<file path="src/rtl/sprite_loader.sv">
// ---------------------------------------------------------------------------
// sprite_loader
//
// Purpose:
//   Turns a framed byte stream (typically from the UART receiver) into write
//   transactions for the sprite palette RAM (24-bit {R,G,B}) and the indexed
//   image RAM (8-bit palette index). A packet is:
//     SYNC_BYTE, 256 x {R,G,B}, WIDTH*HEIGHT pixel indices, XOR checksum.
//   Everything runs in the pixel clock domain, one byte per cycle sustained.
//
// Ports:
//   pixel_clk_in      sole clock, rising edge
//   rst_n_in          asynchronous active-low reset
//   start_in          arms a load, only looked at while idle
//   byte_in           stream data
//   byte_valid_in     byte_in is valid
//   byte_ready_out    block accepts a byte this cycle (any state but idle)
//   palette_we_out    palette RAM write strobe (one cycle per entry)
//   palette_addr_out  palette entry index
//   palette_data_out  palette entry {R,G,B}
//   image_we_out      image RAM write strobe (one cycle per pixel)
//   image_addr_out    raster pixel address
//   image_data_out    pixel palette index
//   busy_out          a load is in progress
//   done_out          one-cycle pulse after the checksum byte is taken
//   error_out         checksum of the last load did not match
// ---------------------------------------------------------------------------
module sprite_loader #(
  parameter int          WIDTH     = 256,
  parameter int          HEIGHT    = 256,
  parameter logic [7:0]  SYNC_BYTE = 8'hA5,
  localparam int         NPIX      = WIDTH * HEIGHT,
  localparam int         AW        = (NPIX > 1) ? $clog2(NPIX) : 1
) (
  input  logic          pixel_clk_in,
  input  logic          rst_n_in,
  input  logic          start_in,
  input  logic [7:0]    byte_in,
  input  logic          byte_valid_in,
  output logic          byte_ready_out,
  output logic          palette_we_out,
  output logic [7:0]    palette_addr_out,
  output logic [23:0]   palette_data_out,
  output logic          image_we_out,
  output logic [AW-1:0] image_addr_out,
  output logic [7:0]    image_data_out,
  output logic          busy_out,
  output logic          done_out,
  output logic          error_out
);

  typedef enum logic [2:0] {
    IDLE,
    SYNC,
    PAL,
    IMG,
    CHECK
  } state_t;

  state_t        state;
  state_t        state_next;
  logic [1:0]    byte_idx;
  logic [7:0]    entry_cnt;
  logic [AW-1:0] pix_cnt;
  logic [7:0]    red_byte;
  logic [7:0]    green_byte;
  logic [7:0]    checksum;
  logic          accept;

  // Ready and busy come straight from the registered state, so there is no
  // combinational path from byte_valid_in back to the source.
  assign byte_ready_out = (state != IDLE);
  assign busy_out       = (state != IDLE);
  assign accept         = byte_valid_in && byte_ready_out;

  // State register. Reset drops any partially received packet; whatever has
  // already been written into the RAMs is simply left there.
  always_ff @(posedge pixel_clk_in or negedge rst_n_in) begin
    if (!rst_n_in) begin
      state <= IDLE;
    end else begin
      state <= state_next;
    end
  end

  // Next-state decode. Every transition out of a data state happens on the
  // edge that accepts the terminal byte, so the stream never stalls between
  // palette, image and checksum phases.
  always_comb begin
    state_next = state;
    case (state)
      IDLE: begin
        if (start_in) begin
          state_next = SYNC;
        end
      end
      SYNC: begin
        if (accept && byte_in == SYNC_BYTE) begin
          state_next = PAL;
        end
      end
      PAL: begin
        if (accept && byte_idx == 2'd2 && entry_cnt == 8'd255) begin
          state_next = IMG;
        end
      end
      IMG: begin
        if (accept && pix_cnt == AW'(NPIX - 1)) begin
          state_next = CHECK;
        end
      end
      CHECK: begin
        if (accept) begin
          state_next = IDLE;
        end
      end
      default: state_next = IDLE;
    endcase
  end

  // Datapath: counters, running checksum and the registered write ports.
  // Strobes and done default low each cycle so they are single-cycle pulses;
  // address/data registers hold their last value between writes.
  always_ff @(posedge pixel_clk_in or negedge rst_n_in) begin
    if (!rst_n_in) begin
      byte_idx         <= 2'd0;
      entry_cnt        <= 8'd0;
      pix_cnt          <= '0;
      red_byte         <= 8'd0;
      green_byte       <= 8'd0;
      checksum         <= 8'd0;
      palette_we_out   <= 1'b0;
      palette_addr_out <= 8'd0;
      palette_data_out <= 24'd0;
      image_we_out     <= 1'b0;
      image_addr_out   <= '0;
      image_data_out   <= 8'd0;
      done_out         <= 1'b0;
      error_out        <= 1'b0;
    end else begin
      palette_we_out <= 1'b0;
      image_we_out   <= 1'b0;
      done_out       <= 1'b0;
      case (state)
        IDLE: begin
          if (start_in) begin
            byte_idx  <= 2'd0;
            entry_cnt <= 8'd0;
            pix_cnt   <= '0;
            checksum  <= 8'd0;
            error_out <= 1'b0;
          end
        end
        PAL: begin
          if (accept) begin
            checksum <= checksum ^ byte_in;
            case (byte_idx)
              2'd0: begin
                red_byte <= byte_in;
                byte_idx <= 2'd1;
              end
              2'd1: begin
                green_byte <= byte_in;
                byte_idx   <= 2'd2;
              end
              default: begin
                palette_we_out   <= 1'b1;
                palette_addr_out <= entry_cnt;
                palette_data_out <= {red_byte, green_byte, byte_in};
                byte_idx         <= 2'd0;
                if (entry_cnt != 8'd255) begin
                  entry_cnt <= entry_cnt + 8'd1;
                end
              end
            endcase
          end
        end
        IMG: begin
          if (accept) begin
            checksum       <= checksum ^ byte_in;
            image_we_out   <= 1'b1;
            image_addr_out <= pix_cnt;
            image_data_out <= byte_in;
            if (pix_cnt != AW'(NPIX - 1)) begin
              pix_cnt <= pix_cnt + AW'(1);
            end
          end
        end
        CHECK: begin
          if (accept) begin
            done_out  <= 1'b1;
            error_out <= (byte_in != checksum);
          end
        end
        default: begin
        end
      endcase
    end
  end

endmodule

</file>
<file path="config.mk">
export PLATFORM = sky130hd
export DESIGN_NAME = sprite_loader
export DESIGN_NICKNAME = d
export VERILOG_FILES = /design/src/rtl/sprite_loader.sv
export SDC_FILE = /design/constraint.sdc
export NUM_CORES = 1
export LEC_CHECK = 0
export BUFFER_PORTS_ARGS = -buffer_cell sky130_fd_sc_hd__buf_4
export CAP_MARGIN = 20
export CORE_MARGIN = 5
export CORE_UTILIZATION = 50
export DETAILED_ROUTE_END_ITERATION = 8
export GPL_ROUTABILITY_DRIVEN = 0
export PLACE_DENSITY = 0.76
export SETUP_SLACK_MARGIN = 0.3
export SYNTH_ARGS = -nofsm -noshare
export SYNTH_HDL_FRONTEND = slang
export SYNTH_SLANG_ARGS = --single-unit
</file>
<file path="constraint.sdc">
create_clock -name pixel_clk_in -period 5.9 [get_ports pixel_clk_in]
set_clock_uncertainty 0.1 [all_clocks]
set_input_delay 0.59 -clock pixel_clk_in [delete_from_list [all_inputs] [get_ports pixel_clk_in]]
set_output_delay 0.59 -clock pixel_clk_in [all_outputs]
set_load 0.03 [all_outputs]
</file>
==> summary.md, run 1 <==
| Metric | Value |
|---|---|
| Status | `finished, final reports clean` |
| Die Wd | `110 um` |
| Multi-input gate area | `1990 um2` |
| Comb pwr share | `12.3%` |
| Synth unique cells | `49` |
| Fmax | `316 MHz` |
| Worst EP arrival | `3490 ps` |
| Seq/Total Area, Yosys | `56.6%` |
| Final Power | `0.00224 W` |
| Power per standard cell area | `358 nW/um2` |
| DRT iter0 DRCs | `277` |
| Slew HR | `39.9%` |
| Largest area contributor in the netlist | `dfrtp_1` |
| Main combinational cell family by area after synthesis | `simple AND/OR/NAND/NOR gates` |
| Post-layout min period | `3160 ps` |
| FP Rows | `36` |
| Initial antenna violation count | `0` |
| Area contributors post-synth | `dfrtp_1 (57%), nand2_1 (14%), mux2i_1 (3.8%), mux2_2 (3.4%), clkbuf_1 (1.9%)` |
| RSZ-0062 raised after global routing | `no` |
| Mux contribution to synthesized area | `7.19%` |
| Reg-to-Reg Start | `state[0]$_DFFE_PN0P_` |
| # clock sinks | `113` |
| Post-synth EDFFs | `0` |
| Clock group share of total power | `47.5%` |
| Router iterations before antenna repair | `4` |
| Synthesized area | `5000 um2` |
| # setup viols final | `0` |
| Pin count of the biggest net entering global routing | `75` |
| Critical path type | `flop to flop` |
| Total Wirelength | `11500 um` |
| Core area | `9770 um2` |
| CTS root buf | `clkbuf_8` |
| Yosys warns | `0` |
| Avg WL per Cell | `15.8 um` |
| Critical Path Start Type | `flop` |
| GRT Total Usage | `21.1%` |
| Reg area | `2830 um2` |
| Net Sw Power | `0.000555 W` |
| Critical path endpoint category | `flop` |
| First-pass GRT wire length | `19700 um` |
| Post-layout nets | `592` |
| Detailed Place HPWL | `7480 um` |
| Hold Path Class | `input pin to flop` |
| Drc violations | `0` |
| Complex-gate fraction of the synthesized area | `7.79%` |
| Internal power | `0.00168 W` |
| Initial cell density of the core | `51.1%` |
| TritonCTS buffer count | `17` |
| R2R depth | `5` |
| Worst hold slack | `265 ps` |
| Detail Route Antenna Nets | `0` |
| Vias in the first global route | `4039` |
| Dpl cell area | `5580 um2` |
| Hold Crit Depth | `3` |
| Post-synthesis adder-cell area fraction | `0.501%` |
| Detailed-route via count | `3944` |
| Synthesized flop and latch total | `113` |
| Leak Pwr | `3.29 nW` |
| Most instantiated library cell after synthesis | `nand2_1` |
| Max Cap Viol | `0` |
| H-tree level count | `4` |
| Min-Delay Startpoint | `byte_in[3]` |
| Worst endpoint required time | `6230 ps` |
| Average size of a mapped cell | `9.70 um2` |
| Number of vias per cell | `5.45` |
| Clk pin slew, worst setup/hold paths | `60 ps` |
| Fill cell count | `788` |
| Total congestion overflow | `0` |
| R2R Path End | `entry_cnt[0]$_DFFE_PN0P_` |
| Worst hold path endpoint | `palette_data_out[3]$_DFFE_PN0P_` |
| Total I/O pin count | `74` |
| Share of cells above drive strength 1 | `21.3%` |
| Mapped Nets | `529` |
| Total negative slack | `0 ps` |
| Port Buf Inserts | `73` |
| Max FO, Critical Path | `34` |
| Syn Inst Count | `515` |
| Top-area cell type share of the netlist area | `56.6%` |
| Die height | `110 um` |
| Reg-to-reg slack, setup | `2740 ps` |
| Slew Limit Fails | `0` |
| Area delta synth->final | `24.8%` |
| Finished Cell Area | `6240 um2` |
| N_diodes | `0` |
| Max VDD drop | `0.000191 V` |
| Top_reg_cell synth | `dfrtp_1` |
| Worst-skew pair later-pin latency | `510 ps` |
| Crit path from | `state[0]$_DFFE_PN0P_` |
| Tcrit/Tclk final | `53.6%` |
| XOR/XNOR Fraction of Synth Area | `1.05%` |
| Ys async rst share | `100%` |
| Top cells by count, synth | `nand2_1 (190), dfrtp_1 (113), clkbuf_1 (25), mux2i_1 (19)` |
| Power share of the sequential group | `40.3%` |
| TritonCTS clock tree | `yes` |
| Die area | `12100 um2` |
| Bufs on Longest Clock Path | `2` |
| Final hold vios | `0` |
| Sw Ratio | `24.8%` |
| Worst Max-Slew Pin Slew | `902 ps` |
| Post-Synth Simple-Gate Area | `23.2%` |
-- stage by stage --
| step | setup WS [ps] | instances | utilization (%) |
|---|---|---|---|
| 6_report | 2740 | 724 | 63.8 |
| 5_1_grt | 2440 | 724 | 63.8 |
| 4_1_cts | 2200 | 723 | 63.7 |
| 3_5_place_dp | 2010 | 690 | 57.1 |
| 3_3_place_gp | 2150 | 690 | 57.1 |
| 2_1_floorplan | 3600 | 515 | - |
-- timing repair --
item,CTS,global route
hold buffers,1,0
gates resized for setup,0,0
buffers inserted,0,0
hold endpoints to repair,39,0
-- worst max-delay path, cell delays in order, from the launching register on --
cell,delay (ps)
dfrtp_1,530
and4bb_2,320
nand2_1,500
clkinv_1,910
o21ai_0,480
mux2i_1,230
-- per-layer routing --
metal	wire length, um	vias to the layer above	share of wire (%)	GRT usage (%)
met5	0	-	0	0
met3	479	16	4.2	6.35
met1	4930	1967	43	26.2
li1	-	1875	-	-
met2	5900	86	52	35.1
met4	148	0	1.3	7.48
-- cell usage in the layout (no fill, tap or decap), drive strengths merged, types with 2 or more instances in the layout --
cell and count:
ha 2, nand4b 2, o2111ai 2, nand2b 6
nor4 4, a31o 2, o21ai 15, bufinv 4
mux2i 19, o31ai 4, a32o 2, mux2 15
clkinv 6, xnor2 4, nand4 11, dfrtp 113
or4 3, and3 9, a22o 8, nor2 7
xor2 2, inv 12, nand2 190, nor3 2
clkbuf 23, buf 75, o41ai 2, or3 3
a21oi 11, o311ai 2, and4 3, o211ai 4
nand3 13
-- power by group through the flow --
stage | Clock [W] | Sequential, W | Combinational [W]
3_5_place_dp | 0 | 0.000912 | 0.000274
3_3_place_gp | 0 | 0.000907 | 0.000266
4_1_cts | 0.00107 | 0.000900 | 0.000277
6_report | 0.00106 | 0.000901 | 0.000274
5_1_grt | 0.00113 | 0.000909 | 0.000301
2_1_floorplan | 0 | 0.000946 | 0.000136
-- state kept, by name, indices dropped and copies added (netlist names) --
name,cells
state,3
image_data_out,8
done_out,1
image_addr_out,16
byte_idx,2
red_byte,8
green_byte,8
palette_addr_out,8
image_we_out,1
checksum,8
pix_cnt,16
error_out,1
entry_cnt,8
palette_we_out,1
palette_data_out,24
-- layout make-up --
class                      instances  share of cell area [%]
sequential                       113                    45.3
multi-input combinational        357                    31.8
timing repair buffer              76                    9.31
clock buffer                      23                    7.64
tap                              133                    2.67
clock inverter                     9                    2.45
inverter                          13                   0.782
-- worst max path at each step --
stage | endpoint | slack [ps] | cells after the start
2_1_floorplan | pix_cnt[11]$_DFFE_PN0P_ | 3600 | 6
3_3_place_gp | entry_cnt[1]$_DFFE_PN0P_ | 2150 | 6
3_5_place_dp | entry_cnt[0]$_DFFE_PN0P_ | 2010 | 6
4_1_cts | entry_cnt[0]$_DFFE_PN0P_ | 2200 | 5
5_1_grt | entry_cnt[0]$_DFFE_PN0P_ | 2440 | 5
6_report | entry_cnt[0]$_DFFE_PN0P_ | 2740 | 5
-- cell families after synthesis --
family,Yosys count
and+or+nand+nor,258
buffers and inverters,45
DFF,113
AOI/OAI and AO/OA,57
xor gates and xnor gates,6
muxes,34
adders and majority gates,2
Note: power is estimated with default switching activity, not from simulation.
==> inputs of run 2 (changes only) <==
clock period = 3.2 ns   (was 5.9 ns; I/O delays follow)
==> summary.md, run 2 (same netlist as run 1, synthesis figures left out) <==
| Metric | Value |
|---|---|
| Status | `finished, final reports clean (unchanged)` |
| Core area | `9770 um2 (unchanged)` |
| Internal power | `0.00296 W (was 0.00168 W)` |
| Sw Ratio | `26.2% (was 24.8%)` |
| Net Sw Power | `0.00105 W (was 0.000555 W)` |
| Slew HR | `41.5% (was 39.9%)` |
| Fmax | `445 MHz (was 316 MHz)` |
| Die area | `12100 um2 (unchanged)` |
| Number of flip-flops under the largest register name | `24 (unchanged)` |
| Final Power | `0.00402 W (was 0.00224 W)` |
| H-tree level count | `4 (unchanged)` |
| Max VDD drop | `0.000300 V (was 0.000191 V)` |
| Post-layout nets | `606 (was 592)` |
| Clk pin slew, worst setup/hold paths | `60 ps (about the same)` |
| Drc violations | `0 (unchanged)` |
| Pin count of the biggest net entering global routing | `65 (was 75)` |
| Avg WL per Cell | `16.1 um (was 15.8 um)` |
| Final Worst Setup Slack | `951 ps (was 2740 ps)` |
| Tcrit/Tclk final | `70.3% (was 53.6%)` |
| Hold Path Class | `input pin to flop (unchanged)` |
| TritonCTS clock tree | `yes (unchanged)` |
| First-pass GRT wire length | `20000 um (was 19700 um)` |
| Vias in the first global route | `4135 (was 4039)` |
| Largest registers | `palette_data_out: 24 flops, image_addr_out: 16 flops, pix_cnt: 16 flops (unchanged)` |
| # setup viols final | `0 (unchanged)` |
| Most flops, register | `palette_data_out (unchanged)` |
| Die height | `110 um (unchanged)` |
| Die Wd | `110 um (unchanged)` |
| Number of vias per cell | `5.44 (was 5.45)` |
| Reg area | `2830 um2 (unchanged)` |
| FP Rows | `36 (unchanged)` |
| Worst-skew pair later-pin latency | `520 ps (was 510 ps)` |
| Worst slack at placement | `1020 ps (was 2010 ps)` |
| TritonCTS buffer count | `17 (unchanged)` |
| Multi-input gate area | `1990 um2 (unchanged)` |
| Worst Max-Slew Pin Slew | `877 ps (was 902 ps)` |
| Bufs on Longest Clock Path | `2 (unchanged)` |
| Total I/O pin count | `74 (unchanged)` |
| Total Wirelength | `11900 um (was 11500 um)` |
| Fill cell count | `764 (was 788)` |
| Critical path endpoint category | `flop (unchanged)` |
| Setup Fix Bufs, Post-CTS | `0 (unchanged)` |
| RSZ-0062 raised after global routing | `no (unchanged)` |
| Worst endpoint required time | `3540 ps (was 6230 ps)` |
| Critical Path Start Type | `flop (unchanged)` |
| Comb pwr share | `13.0% (was 12.3%)` |
| Router iterations before antenna repair | `5 (was 4)` |
| GRT Total Usage | `21.4% (was 21.1%)` |
| Initial cell density of the core | `51.1% (unchanged)` |
| Port Buf Inserts | `73 (unchanged)` |
| Worst EP arrival | `2590 ps (was 3490 ps)` |
| Final core utilization | `64.6% (was 63.8%)` |
| Share of cells above drive strength 1 | `21.7% (was 21.3%)` |
| Area delta synth->final | `26.4% (was 24.8%)` |
| DRT iter0 DRCs | `264 (was 277)` |
| Commonest non-fill, non-tap cell in the layout | `nand2_1 (unchanged)` |
| Detailed-route via count | `4014 (was 3944)` |
| CTS root buf | `clkbuf_8 (unchanged)` |
| Detailed Place HPWL | `7650 um (was 7480 um)` |
| Detail Route Antenna Nets | `0 (unchanged)` |
| Power share of the sequential group | `41.4% (was 40.3%)` |
| Max Cap Viol | `0 (unchanged)` |
| Final hold vios | `0 (unchanged)` |
| Total negative slack | `0 ps (unchanged)` |
| Critical path type | `flop to flop (unchanged)` |
| N_diodes | `0 (unchanged)` |
| Post-layout min period | `2250 ps (was 3160 ps)` |
| Worst hold slack | `122 ps (was 265 ps)` |
| Initial antenna violation count | `0 (unchanged)` |
| Power per standard cell area | `636 nW/um2 (was 358 nW/um2)` |
| Commonest cells after routing, fill and taps aside | `nand2_1 (190), dfrtp_1 (113), buf_4 (80), mux2i_1 (19), clkbuf_16 (16) (was nand2_1 (190), dfrtp_1 (113), buf_4 (74), mux2i_1 (19), clkbuf_16 (16))` |
| # clock sinks | `113 (unchanged)` |
| Clock group share of total power | `45.6% (was 47.5%)` |
| Total congestion overflow | `0 (unchanged)` |
| Leak Pwr | `3.32 nW (was 3.29 nW)` |
| Slew Limit Fails | `0 (unchanged)` |
| Max FO, Critical Path | `8 (was 34)` |
run 2: final timing paths:
check / start / to / slack (ps) / depth (start not counted)
max: pix_cnt[3]$_DFFE_PN0P_ / pix_cnt[11]$_DFFE_PN0P_ / 950 / 4
min: byte_valid_in / state[2]$_DFFE_PN0P_ / 120 / 2
max reg2reg: pix_cnt[3]$_DFFE_PN0P_ / pix_cnt[11]$_DFFE_PN0P_ / 950 / 4
min reg2reg: green_byte[3]$_DFFE_PN0P_ / palette_data_out[11]$_DFFE_PN0P_ / 360 / 2
max in group asynchronous: rst_n_in / green_byte[5]$_DFFE_PN0P_ / 1870 / 3
min in group asynchronous: rst_n_in / image_data_out[3]$_DFFE_PN0P_ / 370 / 2
run 2: worst max-delay path, stage by stage, from the launching register on:
cell,delay [ps]
dfrtp_1,460
nand4_1,220
or4_1,680
or4_1,520
a21oi_1,180
run 2: per-layer routing:
metal	vias up	share of wire (%)	track usage, %
met5	-	0	0
met4	0	1.4	8.46
met3	18	5.4	5.71
met2	127	50	33.9
met1	1954	44	28.2
li1	1915	-	-
run 2: area by class of cell:
cell class	instances	area share (%)
flip-flops and latches	113	44.8
multi-input cells	357	31.4
repair buffers	90	11.3
clock buffers	21	6.95
well taps	133	2.63
clock inverters	11	2.18
inverters	13	0.773
run 2: stage by stage:
stage               area [um2]  std cells
CTS                       6320        738
detailed placement        5650        697
floorplan                 5000        515
global route              6320        738
finish                    6320        738
global placement          5650        697
run 2: power by group through the flow:
stage | combinational, W | clock (W) | sequential, W
6_report | 0.000522 | 0.00183 | 0.00166
5_1_grt | 0.000574 | 0.00192 | 0.00168
4_1_cts | 0.000528 | 0.00185 | 0.00166
3_5_place_dp | 0.000516 | 0 | 0.00168
3_3_place_gp | 0.000498 | 0 | 0.00168
2_1_floorplan | 0.000251 | 0 | 0.00174
run 2: repair_timing:
item | in CTS | in global routing
hold endpoints to repair | 76 | 0
resized for setup | 0 | 0
hold buffers | 9 | 0
==> inputs of run 3 (changes only) <==
clock period = 2.2 ns   (was 3.2 ns; I/O delays follow)
==> summary.md, run 3 (same netlist as run 1, synthesis figures left out) <==
| Metric | Value |
|---|---|
| Detailed-route via count | `4191 (was 4014)` |
| Reg-to-reg slack, setup | `230 ps (was 950 ps)` |
| Clk pin slew, worst setup/hold paths | `60 ps (about the same)` |
| Detailed Place HPWL | `8030 um (was 7650 um)` |
| Core area | `9770 um2 (unchanged)` |
| Commonest non-fill, non-tap cell in the layout | `nand2_1 (unchanged)` |
| Avg WL per Cell | `17.0 um (was 16.1 um)` |
| Critical path endpoint | `pix_cnt[11]$_DFFE_PN0P_ (unchanged)` |
| Final hold vios | `0 (unchanged)` |
| Bufs on Longest Clock Path | `2 (unchanged)` |
| Worst-skew pair later-pin latency | `520 ps (about the same)` |
| R2R depth | `5 (was 4)` |
| Most flops, register | `palette_data_out (unchanged)` |
| Critical path endpoint category | `flop (unchanged)` |
| Post-Layout Cell Count | `751 (was 738)` |
| Hold Path Class | `input pin to flop (unchanged)` |
| Total Wirelength | `12700 um (was 11900 um)` |
| Max VDD drop | `0.000511 V (was 0.000300 V)` |
| CTS root buf | `clkbuf_8 (unchanged)` |
| Critical path type | `flop to flop (unchanged)` |
| Finished Cell Area | `6530 um2 (was 6320 um2)` |
| FP Rows | `36 (unchanged)` |
| Critical Path Start Type | `flop (unchanged)` |
| Dpl cell area | `5710 um2 (was 5650 um2)` |
| Max Cap Viol | `0 (unchanged)` |
| Status | `finished, final reports clean (unchanged)` |
| Drc violations | `0 (unchanged)` |
| Largest registers | `palette_data_out: 24 flops, image_addr_out: 16 flops, pix_cnt: 16 flops (unchanged)` |
| Number of flip-flops under the largest register name | `24 (unchanged)` |
| Post-layout nets | `620 (was 606)` |
| Router iterations before antenna repair | `5 (unchanged)` |
| Worst endpoint required time | `2540 ps (was 3540 ps)` |
| Placed insts | `702 (was 697)` |
| TritonCTS clock tree | `yes (unchanged)` |
| Initial antenna violation count | `0 (unchanged)` |
| Total I/O pin count | `74 (unchanged)` |
| Area delta synth->final | `30.6% (was 26.4%)` |
| Total negative slack | `0 ps (unchanged)` |
| Max FO, Critical Path | `7 (was 8)` |
| TritonCTS buffer count | `17 (unchanged)` |
| DRT iter0 DRCs | `345 (was 264)` |
| Initial cell density of the core | `51.1% (unchanged)` |
| Slew Limit Fails | `0 (unchanged)` |
| Die height | `110 um (unchanged)` |
| Crit path from | `pix_cnt[0]$_DFFE_PN0P_ (was pix_cnt[3]$_DFFE_PN0P_)` |
| Number of vias per cell | `5.58 (was 5.44)` |
| Leak Pwr | `3.39 nW (was 3.32 nW)` |
| # setup viols final | `0 (unchanged)` |
| Power per standard cell area | `912 nW/um2 (was 636 nW/um2)` |
| H-tree level count | `4 (unchanged)` |
| Slew HR | `52.2% (was 41.5%)` |
| Reg-to-Reg Start | `pix_cnt[0]$_DFFE_PN0P_ (was pix_cnt[3]$_DFFE_PN0P_)` |
| GRT Total Usage | `22.4% (was 21.4%)` |
| Die Wd | `110 um (unchanged)` |
| Detail Route Antenna Nets | `0 (unchanged)` |
| Total congestion overflow | `0 (unchanged)` |
| Fmax | `508 MHz (was 445 MHz)` |
| Share of cells above drive strength 1 | `26.4% (was 21.7%)` |
| First-pass GRT wire length | `20800 um (was 20000 um)` |
| Vias in the first global route | `4283 (was 4135)` |
| Port Buf Inserts | `73 (unchanged)` |
| Post-layout min period | `1970 ps (was 2250 ps)` |
| Tcrit/Tclk final | `89.5% (was 70.3%)` |
| # clock sinks | `113 (unchanged)` |
| RSZ-0062 raised after global routing | `yes (was no)` |
| Worst Max-Slew Pin Slew | `717 ps (was 877 ps)` |
| Commonest cells after routing, fill and taps aside | `nand2_1 (190), dfrtp_1 (108), buf_4 (90), mux2i_1 (19), clkbuf_16 (16) (was nand2_1 (190), dfrtp_1 (113), buf_4 (80), mux2i_1 (19), clkbuf_16 (16))` |
| Worst EP arrival | `2310 ps (was 2590 ps)` |
| Die area | `12100 um2 (unchanged)` |
| R2R Path End | `pix_cnt[11]$_DFFE_PN0P_ (unchanged)` |
| N_diodes | `0 (unchanged)` |
| Worst hold slack | `120 ps (was 122 ps)` |
| Pin count of the biggest net entering global routing | `48 (was 65)` |
[run 3: layout make-up]
type | count | area, um2
clock buffer | 18 | 428
clock inverter | 13 | 163
fill | 753 | 3250
inverter | 13 | 52.6
multi-input combinational | 357 | 2050
sequential | 113 | 2830
tap | 133 | 166
timing repair buffer | 104 | 838
[run 3: worst min-delay path by stage]
| stage | from | to | slack, ps | cells past startpoint |
|---|---|---|---|---|
| 6_report | start_in | state[0]$_DFFE_PN0P_ | 120 | 4 |
| 5_1_grt | start_in | state[0]$_DFFE_PN0P_ | 100 | 4 |
| 4_1_cts | start_in | state[0]$_DFFE_PN0P_ | 100 | 4 |
| 3_5_place_dp | rst_n_in | image_addr_out[8]$_DFFE_PN0P_ | 170 | 1 |
| 3_3_place_gp | rst_n_in | image_addr_out[10]$_DFFE_PN0P_ | 160 | 1 |
| 2_1_floorplan | rst_n_in | byte_idx[0]$_DFFE_PN0P_ | -180 | 0 |
[run 3: critical path, stage by stage (launching register included)]
cell and delay [ps]:
dfrtp_1 410, ha_1 250, and3_4 190, and3_2 250
or4_1 510, a21oi_1 160
[run 3: what timing repair did]
item	4_1_cts	5_1_grt
setup buffers	6	2
hold endpoints to repair	73	0
hold buffers	10	0
setup endpoints to repair	23	31
gates resized for setup	8	12
pin swaps	0	5
[run 3: per-layer routing]
layer / GRT usage (%) / vias to the layer above / share of wire [%]
met5: 0 / - / 0
met4: 7.03 / 0 / 1.6
met3: 6.81 / 22 / 6.5
met2: 38.1 / 162 / 52
met1: 27.2 / 2086 / 40
li1: - / 1921 / -
[run 3: report_power, final]
group	internal [W]	switching, W	leakage [nW]
clock network	0.00175	0.000987	0.271
logic	0.000353	0.000460	1.57
registers	0.00225	0.000158	1.55
[run 3: per-stage QoR]
stage	total power [W]	util [%]	setup WS (ps)
after floorplan	0.00291	-	291
after detailed placement	0.00320	58.4	134
after global routing	0.00619	66.8	203
after global placement	0.00316	58.4	259
final	0.00596	66.8	230
after CTS	0.00598	66.1	215
